File: config.mk
export PLATFORM = sky130hd
export DESIGN_NAME = bfly_addsub_pipe
export DESIGN_NICKNAME = d
export VERILOG_FILES = /design/src/rtl/bfly_addsub_pipe.sv
export SDC_FILE = /design/constraint.sdc
export NUM_CORES = 1
export LEC_CHECK = 0
export ABC_AREA = 1
export ABC_CLOCK_PERIOD_IN_PS = 3400
export CAP_MARGIN = 25
export CORE_MARGIN = 5
export CORE_UTILIZATION = 50
export DETAILED_ROUTE_END_ITERATION = 8
export GPL_TIMING_DRIVEN = 0
export HOLD_SLACK_MARGIN = 0.08
export PLACE_DENSITY = 0.88
export REMOVE_ABC_BUFFERS = 1
export SYNTH_ARGS = -nofsm -noshare
export SYNTH_HDL_FRONTEND = slang
export SYNTH_SLANG_ARGS = --single-unit
File: constraint.sdc
create_clock -name clk -period 3.4 [get_ports clk]
set_input_delay 0.51 -clock clk [delete_from_list [all_inputs] [get_ports clk]]
set_output_delay 0.51 -clock clk [all_outputs]
set_load 0.05 [all_outputs]
File: src/rtl/bfly_addsub_pipe.sv
// bfly_addsub_pipe: two-stage elastic radix-2 butterfly (a+b, a-b) tagged with frame index/last.
// Define BFLY_SAT_EN to saturate results to WIDTH bits with a sticky ovf flag.
module bfly_addsub_pipe #(
  parameter int WIDTH = 10,
  parameter int FRAME_LEN = 8,
  localparam int IW = (FRAME_LEN > 1) ? $clog2(FRAME_LEN) : 1,
`ifdef BFLY_SAT_EN
  localparam int OW = WIDTH
`else
  localparam int OW = WIDTH + 1
`endif
) (
  input  logic                 clk,
  input  logic                 rst,
  input  logic                 in_valid,
  output logic                 in_ready,
  input  logic [WIDTH-1:0]     in_a,
  input  logic [WIDTH-1:0]     in_b,
  output logic                 out_valid,
  input  logic                 out_ready,
  output logic signed [OW-1:0] out_sum,
  output logic signed [OW-1:0] out_diff,
  output logic [IW-1:0]        out_idx,
  output logic                 out_last,
  output logic                 ovf
);
  localparam logic [IW-1:0] LAST = IW'(FRAME_LEN - 1);
  logic s1_valid_q, s1_valid_d, s2_valid_q, s2_valid_d, s1_load, s2_load, last_q;
  logic [WIDTH-1:0] a_q, b_q;
  logic [WIDTH:0] sum_x, diff_x;
  logic [OW-1:0] sum_q, diff_q, sum_d, diff_d;
  logic [IW-1:0] cnt_q, cnt_d, idx_q;
`ifdef BFLY_SAT_EN
  logic sat_s, sat_d, ovf_q;
`endif
  always_comb begin
    s2_load = s1_valid_q && (!s2_valid_q || out_ready);
    in_ready = !s1_valid_q || s2_load;
    s1_load = in_valid && in_ready;
    s1_valid_d = s1_load ? 1'b1 : (s2_load ? 1'b0 : s1_valid_q);
    s2_valid_d = s2_load ? 1'b1 : (out_ready ? 1'b0 : s2_valid_q);
    cnt_d = s2_load ? ((cnt_q == LAST) ? '0 : cnt_q + 1'b1) : cnt_q;
    sum_x = {a_q[WIDTH-1], a_q} + {b_q[WIDTH-1], b_q};
    diff_x = {a_q[WIDTH-1], a_q} - {b_q[WIDTH-1], b_q};
`ifdef BFLY_SAT_EN
    // top two bits disagree exactly when the exact result leaves the WIDTH-bit range
    sat_s = sum_x[WIDTH] != sum_x[WIDTH-1];
    sat_d = diff_x[WIDTH] != diff_x[WIDTH-1];
    sum_d = sat_s ? {sum_x[WIDTH], {(WIDTH-1){~sum_x[WIDTH]}}} : sum_x[WIDTH-1:0];
    diff_d = sat_d ? {diff_x[WIDTH], {(WIDTH-1){~diff_x[WIDTH]}}} : diff_x[WIDTH-1:0];
`else
    sum_d = sum_x;
    diff_d = diff_x;
`endif
  end
  always_ff @(posedge clk) begin
    if (rst) begin
      s1_valid_q <= 1'b0;
      s2_valid_q <= 1'b0;
      a_q <= '0;
      b_q <= '0;
      sum_q <= '0;
      diff_q <= '0;
      idx_q <= '0;
      last_q <= 1'b0;
      cnt_q <= '0;
    end else begin
      s1_valid_q <= s1_valid_d;
      s2_valid_q <= s2_valid_d;
      cnt_q <= cnt_d;
      if (s1_load) begin
        a_q <= in_a;
        b_q <= in_b;
      end
      if (s2_load) begin
        sum_q <= sum_d;
        diff_q <= diff_d;
        idx_q <= cnt_q;
        last_q <= cnt_q == LAST;
      end
    end
  end
`ifdef BFLY_SAT_EN
  always_ff @(posedge clk) begin
    if (rst) ovf_q <= 1'b0;
    else if (s2_load && (sat_s || sat_d)) ovf_q <= 1'b1;
  end
  assign ovf = ovf_q;
`else
  assign ovf = 1'b0;
`endif
  assign out_valid = s2_valid_q;
  assign out_sum = sum_q;
  assign out_diff = diff_q;
  assign out_idx = idx_q;
  assign out_last = last_q;
endmodule
==> metrics.txt, run 1 <==
status=finished clean; Setup Skew=5.77 ps; final worst setup slack=956 ps; die height=85.7 um; post-DP HPWL=4.83 mm; synth unique cells=29; top post-synthesis cells by area=dfxtp_1, nand2_1, nor2_1; Yosys reg bits=50; Worst Setup Start Kind=input port; latest clock arrival within the worst-skew pair=300 ps; first-pass GRT wire length=10.7 mm; Syn Std Cell Area=2860 um2; Final Max Tran Viols=0; Die ar.=7340 um2; actual slew at the worst max-slew pin=923 ps; YS warnings=0; GPL Wtd Cong=0.826; P&R area growth vs syn=20.5%; number of global-route vias before repair=2451; fraction of layout cells with a size suffix above 1=0.0388; Worst VDD drop=247 uV; Initial DRC Count=141; CTS buffer count=5; LEAKAGE=1.69 nW; Fin. Hold Viols=0; crit path max fanout=3; Reg clk slew, reported paths=90 ps; CTS tree=yes; Worst Setup End Kind=output pin; minimum clock period=2440 ps; post-cts sizing count=0; largest net degree at the start of global routing=42; number of diodes=0; Worst Hold Class=flop to flop; Final Net Count=511; IO Pins=53; antenna violations before repair=0; CP max stage cell=clkdlybuf4s50_1; Max-Cap Viols=0; global route total overflow=0; Arrival @ worst endpoint=1930 ps; worst slack, placed=721 ps; per-cell routed wire length=11.6 um; Syn Area/Cell=6.74 um2; critical path class=input port to output pin; final WL=6.23 mm; unrepaired setup endpoints after global routing=no; clk buf depth=2; final instance area=3450 um2; Rel. slew slack=0.383; Port-buffer cells=51; Initial Util=0.517; Cell Pwr Density=433 nW/um2; postcts setup bufs=0; drt drc=0; Vias=2639; Final Cycle Share=0.719; CTS Hold Buffers Added=0; Cell Rows=27; cell taking the most area after synthesis=dfxtp_1; vias per inst=4.92; Post-Syn Instances=425; Setup TNS=0 ps; max incr delay on CP=820 ps; gr usage total=0.176; worst endpoint required time=2890 ps; Placed Area=3350 um2; Num Clock Sinks=50; Fmax=409 MHz; Initial DRT Pass Iterations=4; Final setup viols=0; Max H-tree Level=2; die width=85.7 um; core area=5540 um2; Routed Antenna Nets=0; crit-path cells=clkdlybuf4s50_1 > inv_2 > nand3_1 > clkdlybuf4s50_1; Seq/Total Area, Yosys=0.350; CTS Root Cell=clkbuf_8; CP dominant cell by count=clkdlybuf4s50_1; top cell type's share of synthesized area=0.350
==> logic make-up (layout without fill, tap and decap cells) <==
| family | count (synthesis) | after routing | share of synthesized area |
|---|---|---|---|
| AOI/OAI and AO/OA | 70 | 70 | 0.132 |
| xor gates and xnor gates | 4 | 4 | 0.0122 |
| adders and majority gates | 24 | 24 | 0.110 |
| buffers and inverters | 82 | 121 | 0.120 |
| DFF | 50 | 50 | 0.350 |
| other | 1 | 1 | 0.00131 |
| and+or+nand+nor | 194 | 194 | 0.275 |
==> per-stage QoR <==
| step | instances | util | hold WS, ps | total power, W |
|---|---|---|---|---|
| 5_1_grt | 536 | 0.623 | 496 | 0.00160 |
| 3_3_place_gp | 528 | 0.605 | 457 | 0.00113 |
| 3_5_place_dp | 528 | 0.605 | 465 | 0.00114 |
| 4_1_cts | 536 | 0.623 | 480 | 0.00151 |
| 6_report | 536 | 0.623 | 480 | 0.00149 |
| 2_1_floorplan | 405 | - | 453 | 0.000997 |
==> routing by layer <==
layer / global-route usage / part of all wire / vias to the layer above
li1: - / - / 1404
met1: 0.220 / 0.46 / 1169
met2: 0.309 / 0.48 / 60
met3: 0.0375 / 0.054 / 6
met4: 0.0446 / 0.010 / 0
met5: 0 / 0 / -
==> worst max-delay path: cells and delay by family <==
kind          cells  cell delay, ps
buf+inv           3            1330
simple gates      1             100
==> cells in the mapped netlist, drive strengths merged <==
library cell  count
o211ai            3
buf              12
a21oi            26
inv              61
nand4             2
ha               22
a31oi             1
o21ai            39
clkbuf            8
clkinv            1
conb              1
a211oi            1
or2               1
xnor2             1
nand2            84
nand3            31
nor2             74
xor2              3
fa                2
nor3              2
dfxtp            50
==> registers in the layout, summed over array words and instances, names as in the netlist <==
| register | count |
|---|---|
| s1_valid_q | 1 |
| out_diff | 11 |
| out_valid | 1 |
| out_last | 1 |
| a_q | 10 |
| cnt_q | 3 |
| b_q | 10 |
| out_sum | 10 |
| out_idx | 3 |
==> cell type report <==
cell class,instances,area [um2]
Inverter,62,233
Timing Repair Buffer,51,510
Clock inverter,2,16.3
Sequential cell,50,1000
Clock buffer,6,82.6
Multi-Input combinational cell,293,1520
Tap cell,72,90.1
Fill cell,543,2090
==> report_power, final <==
| group | total [W] | switching [W] | internal (W) | leakage (nW) |
|---|---|---|---|---|
| clock | 0.000369 | 0.000201 | 0.000168 | 0.0478 |
| sequential | 0.000658 | 0.0000278 | 0.000630 | 0.413 |
| combinational | 0.000467 | 0.000303 | 0.000164 | 1.23 |
| total | 0.00149 | 0.000532 | 0.000962 | 1.69 |
==> worst paths after layout <==
path / from / to / slack, ps / depth (start not counted)
worst max-delay path: out_ready / in_ready / 960 / 4
worst min-delay path: out_idx[0] / out_idx[0] / 480 / 2
worst max register to register: out_valid / a_q[5] / 1320 / 5
worst min register to register: out_idx[0] / out_idx[0] / 480 / 2
==> cell usage in the layout, fill, tap and decap left out, types with 2 or more instances in the layout <==
master	instances
nand3_1	31
clkbuf_8	6
o211ai_1	3
fa_1	2
o21ai_0	31
nor3_1	2
nand2_2	3
a21oi_1	25
nand2_1	81
xor2_1	3
ha_1	22
nand4_1	2
nor2_1	74
inv_2	4
o21ai_1	7
dfxtp_1	50
clkdlybuf4s50_1	51
inv_1	57
(Power assumes the default switching activity.)
==> run 2: changes to the inputs <==
Settings changed: ABC_CLOCK_PERIOD_IN_PS 3400 to 2400.
Clock period 3.4 ns to 2.4 ns, I/O delays scaled along.
==> run 2 against run 1 <==
- clock skew about the same
- via count about the same
- sequential share of layout area about the same
- register-to-register slack worse by 800 ps
- sequential cell count unchanged
- global-route usage unchanged
- critical path depth unchanged
- core utilization about the same
- clock power up 42%
- count of clock-buffer cells in the layout unchanged
- critical endpoint unchanged
- largest power group unchanged
==> metrics.txt, run 2 (synthesized netlist as in run 1, its figures left out) <==
status=finished clean (unchanged); latest clock arrival within the worst-skew pair=300 ps (about the same); fraction of layout cells with a size suffix above 1=0.0409 (was 0.0388); actual slew at the worst max-slew pin=771 ps (was 923 ps); Initial Util=0.517 (unchanged); final cell count without fillers=536 (unchanged); CTS buffer count=5 (unchanged); WHS=480 ps (about the same); crit-path cells=clkdlybuf4s50_1 > inv_2 > nand3_1 > clkdlybuf4s50_1 (unchanged); crit path max fanout=3 (unchanged); Port-buffer cells=51 (unchanged); Initial DRT Pass Iterations=4 (unchanged); Tot Pwr=0.00212 W (was 0.00149 W); M3 GR Usage=0.0375 (unchanged); GR Layer Usage met2=0.309 (unchanged); per-cell routed wire length=11.6 um (about the same); Reg-to-Reg End=out_sum[8] (was a_q[5]); Routed Antenna Nets=0 (unchanged); Final Cycle Share=0.901; number of flip-flops in the largest register=11 (unchanged); Most Crowded Layer GR=met2 (unchanged); Worst VDD drop=351 uV (was 247 uV); Fmax=463 MHz; Cell Rows=27 (unchanged); Reg clk slew, reported paths=90 ps (about the same); global route total overflow=0 (unchanged); most frequent cells in the layout=nand2_1, nor2_1, inv_1 (unchanged); Die ar.=7340 um2 (unchanged); number of global-route vias before repair=2451 (unchanged); FF-to-FF path depth=10 (was 5); Levels on crit path=4 (unchanged); Worst R2R Start=b_q[0] (was out_valid); Max-Cap Viols=0 (unchanged); Final setup viols=0 (unchanged); Final Max Tran Viols=0 (unchanged); CP dominant cell by count=clkdlybuf4s50_1 (unchanged); final WL=6.24 mm (was 6.23 mm); vias per inst=4.92 (about the same); unrepaired setup endpoints after global routing=no (unchanged); LEAKAGE=1.69 nW (about the same); Num Clock Sinks=50 (unchanged); critical path class=input port to output pin (unchanged); post-DP HPWL=4.83 mm (unchanged); Final Net Count=511 (unchanged); area of the multi-input gates=1520 um2 (about the same); first-pass GRT wire length=10.7 mm (unchanged); number of diodes=0 (unchanged); Worst Hold Class=flop to flop (unchanged); CTS tree=yes (unchanged); Placed Cells=528 (unchanged); clk buf depth=2 (unchanged); Rel. slew slack=0.486 (was 0.383); minimum clock period=2160 ps; CP max stage cell=clkdlybuf4s50_1 (unchanged); Worst Path Buf+Inv=3 (unchanged); Setup Skew=6.04 ps (was 5.77 ps); core area=5540 um2 (unchanged); die height=85.7 um (unchanged); Arrival @ worst endpoint=1800 ps (was 1930 ps); worst endpoint required time=2040 ps (was 2890 ps); drt drc=0 (unchanged); end of the worst hold path=out_idx[0] (unchanged); Vias=2638 (was 2639); Register Area=1000 um2 (unchanged); R2R setup slack=520 ps (was 1320 ps); largest net degree at the start of global routing=42 (unchanged); hold path cells=2 (unchanged); die width=85.7 um (unchanged); IO Pins=53 (unchanged); hold path startpoint=out_idx[0] (unchanged); Worst Setup Start Kind=input port (unchanged); commonest non-fill, non-tap cell in the layout=nand2_1 (unchanged); CTS Hold Buffers Added=0 (unchanged); met1 global-route usage=0.220 (unchanged); Max H-tree Level=2 (unchanged); number of fill cells in the layout=544 (was 543); Cell Pwr Density=613 nW/um2 (was 433 nW/um2); Fin. Hold Viols=0 (unchanged); gr usage total=0.176 (unchanged); GPL Wtd Cong=0.826 (unchanged); CP delay by family, top=buffers and inverters (unchanged); Worst Setup End Kind=output pin (unchanged); antenna violations before repair=0 (unchanged); max incr delay on CP=820 ps (about the same); P&R area growth vs syn=20.6% (was 20.5%); CTS Root Cell=clkbuf_8 (unchanged); Initial DRC Count=140 (was 141)
==> run 2: per-layer routing <==
layer	vias to the layer above	wire (um)
met5	-	0
met2	54	3010
met4	0	64
met1	1173	2860
met3	6	309
li1	1405	-
==> run 2: layout make-up <==
| type | instances | share of cell area |
|---|---|---|
| Multi-Input combinational cell | 293 | 0.440 |
| Sequential cell | 50 | 0.290 |
| Timing Repair Buffer | 51 | 0.148 |
| Inverter | 62 | 0.0674 |
| Tap cell | 72 | 0.0261 |
| Clock buffer | 6 | 0.0239 |
| Clock inverter | 2 | 0.00471 |
==> run 2: how the worst max path moves through the flow <==
stage / endpoint / from / slack, ps
after floorplan: a_q[2] / out_valid / -130
after global placement: b_q[0] / out_ready / -40
after detailed placement: a_q[5] / out_ready / -130
after CTS: a_q[5] / out_ready / 180
final: in_ready / out_ready / 240
after global routing: b_q[7] / rst / 50
==> run 2: where the power goes <==
part,switching [W],leakage (nW),internal (W),total [W]
Sequential,0.0000394,0.413,0.000892,0.000932
Clock,0.000285,0.0478,0.000238,0.000523
Combinational,0.000429,1.23,0.000233,0.000662
Total,0.000753,1.69,0.00136,0.00212
==> run 2: what timing repair did <==
item | 4_1_cts | 5_1_grt
resized for setup | 0 | 1
setup endpoints to repair | 0 | 8
setup buffers | 0 | 0
==> run 2: worst reg2reg max path: cells and delay by family (launching register included) <==
kind | cells | cell delay, ps
and+or+nand+nor | 5 | 590
buffers and inverters | 2 | 90
DFF | 1 | 370
adders and majority gates | 2 | 570
AOI/OAI and AO/OA | 1 | 180
==> run 2: metrics by stage <==
step / worst slack [ps] / area, um2 / utilization / TNS, ps
floorplan: -129 / 2750 / - / -1160
global placement: -43.5 / 3350 / 0.605 / -368
global route: 53.8 / 3450 / 0.623 / 0
CTS: 182 / 3450 / 0.623 / 0
detailed placement: -129 / 3350 / 0.605 / -1030
finish: 238 / 3450 / 0.623 / 0
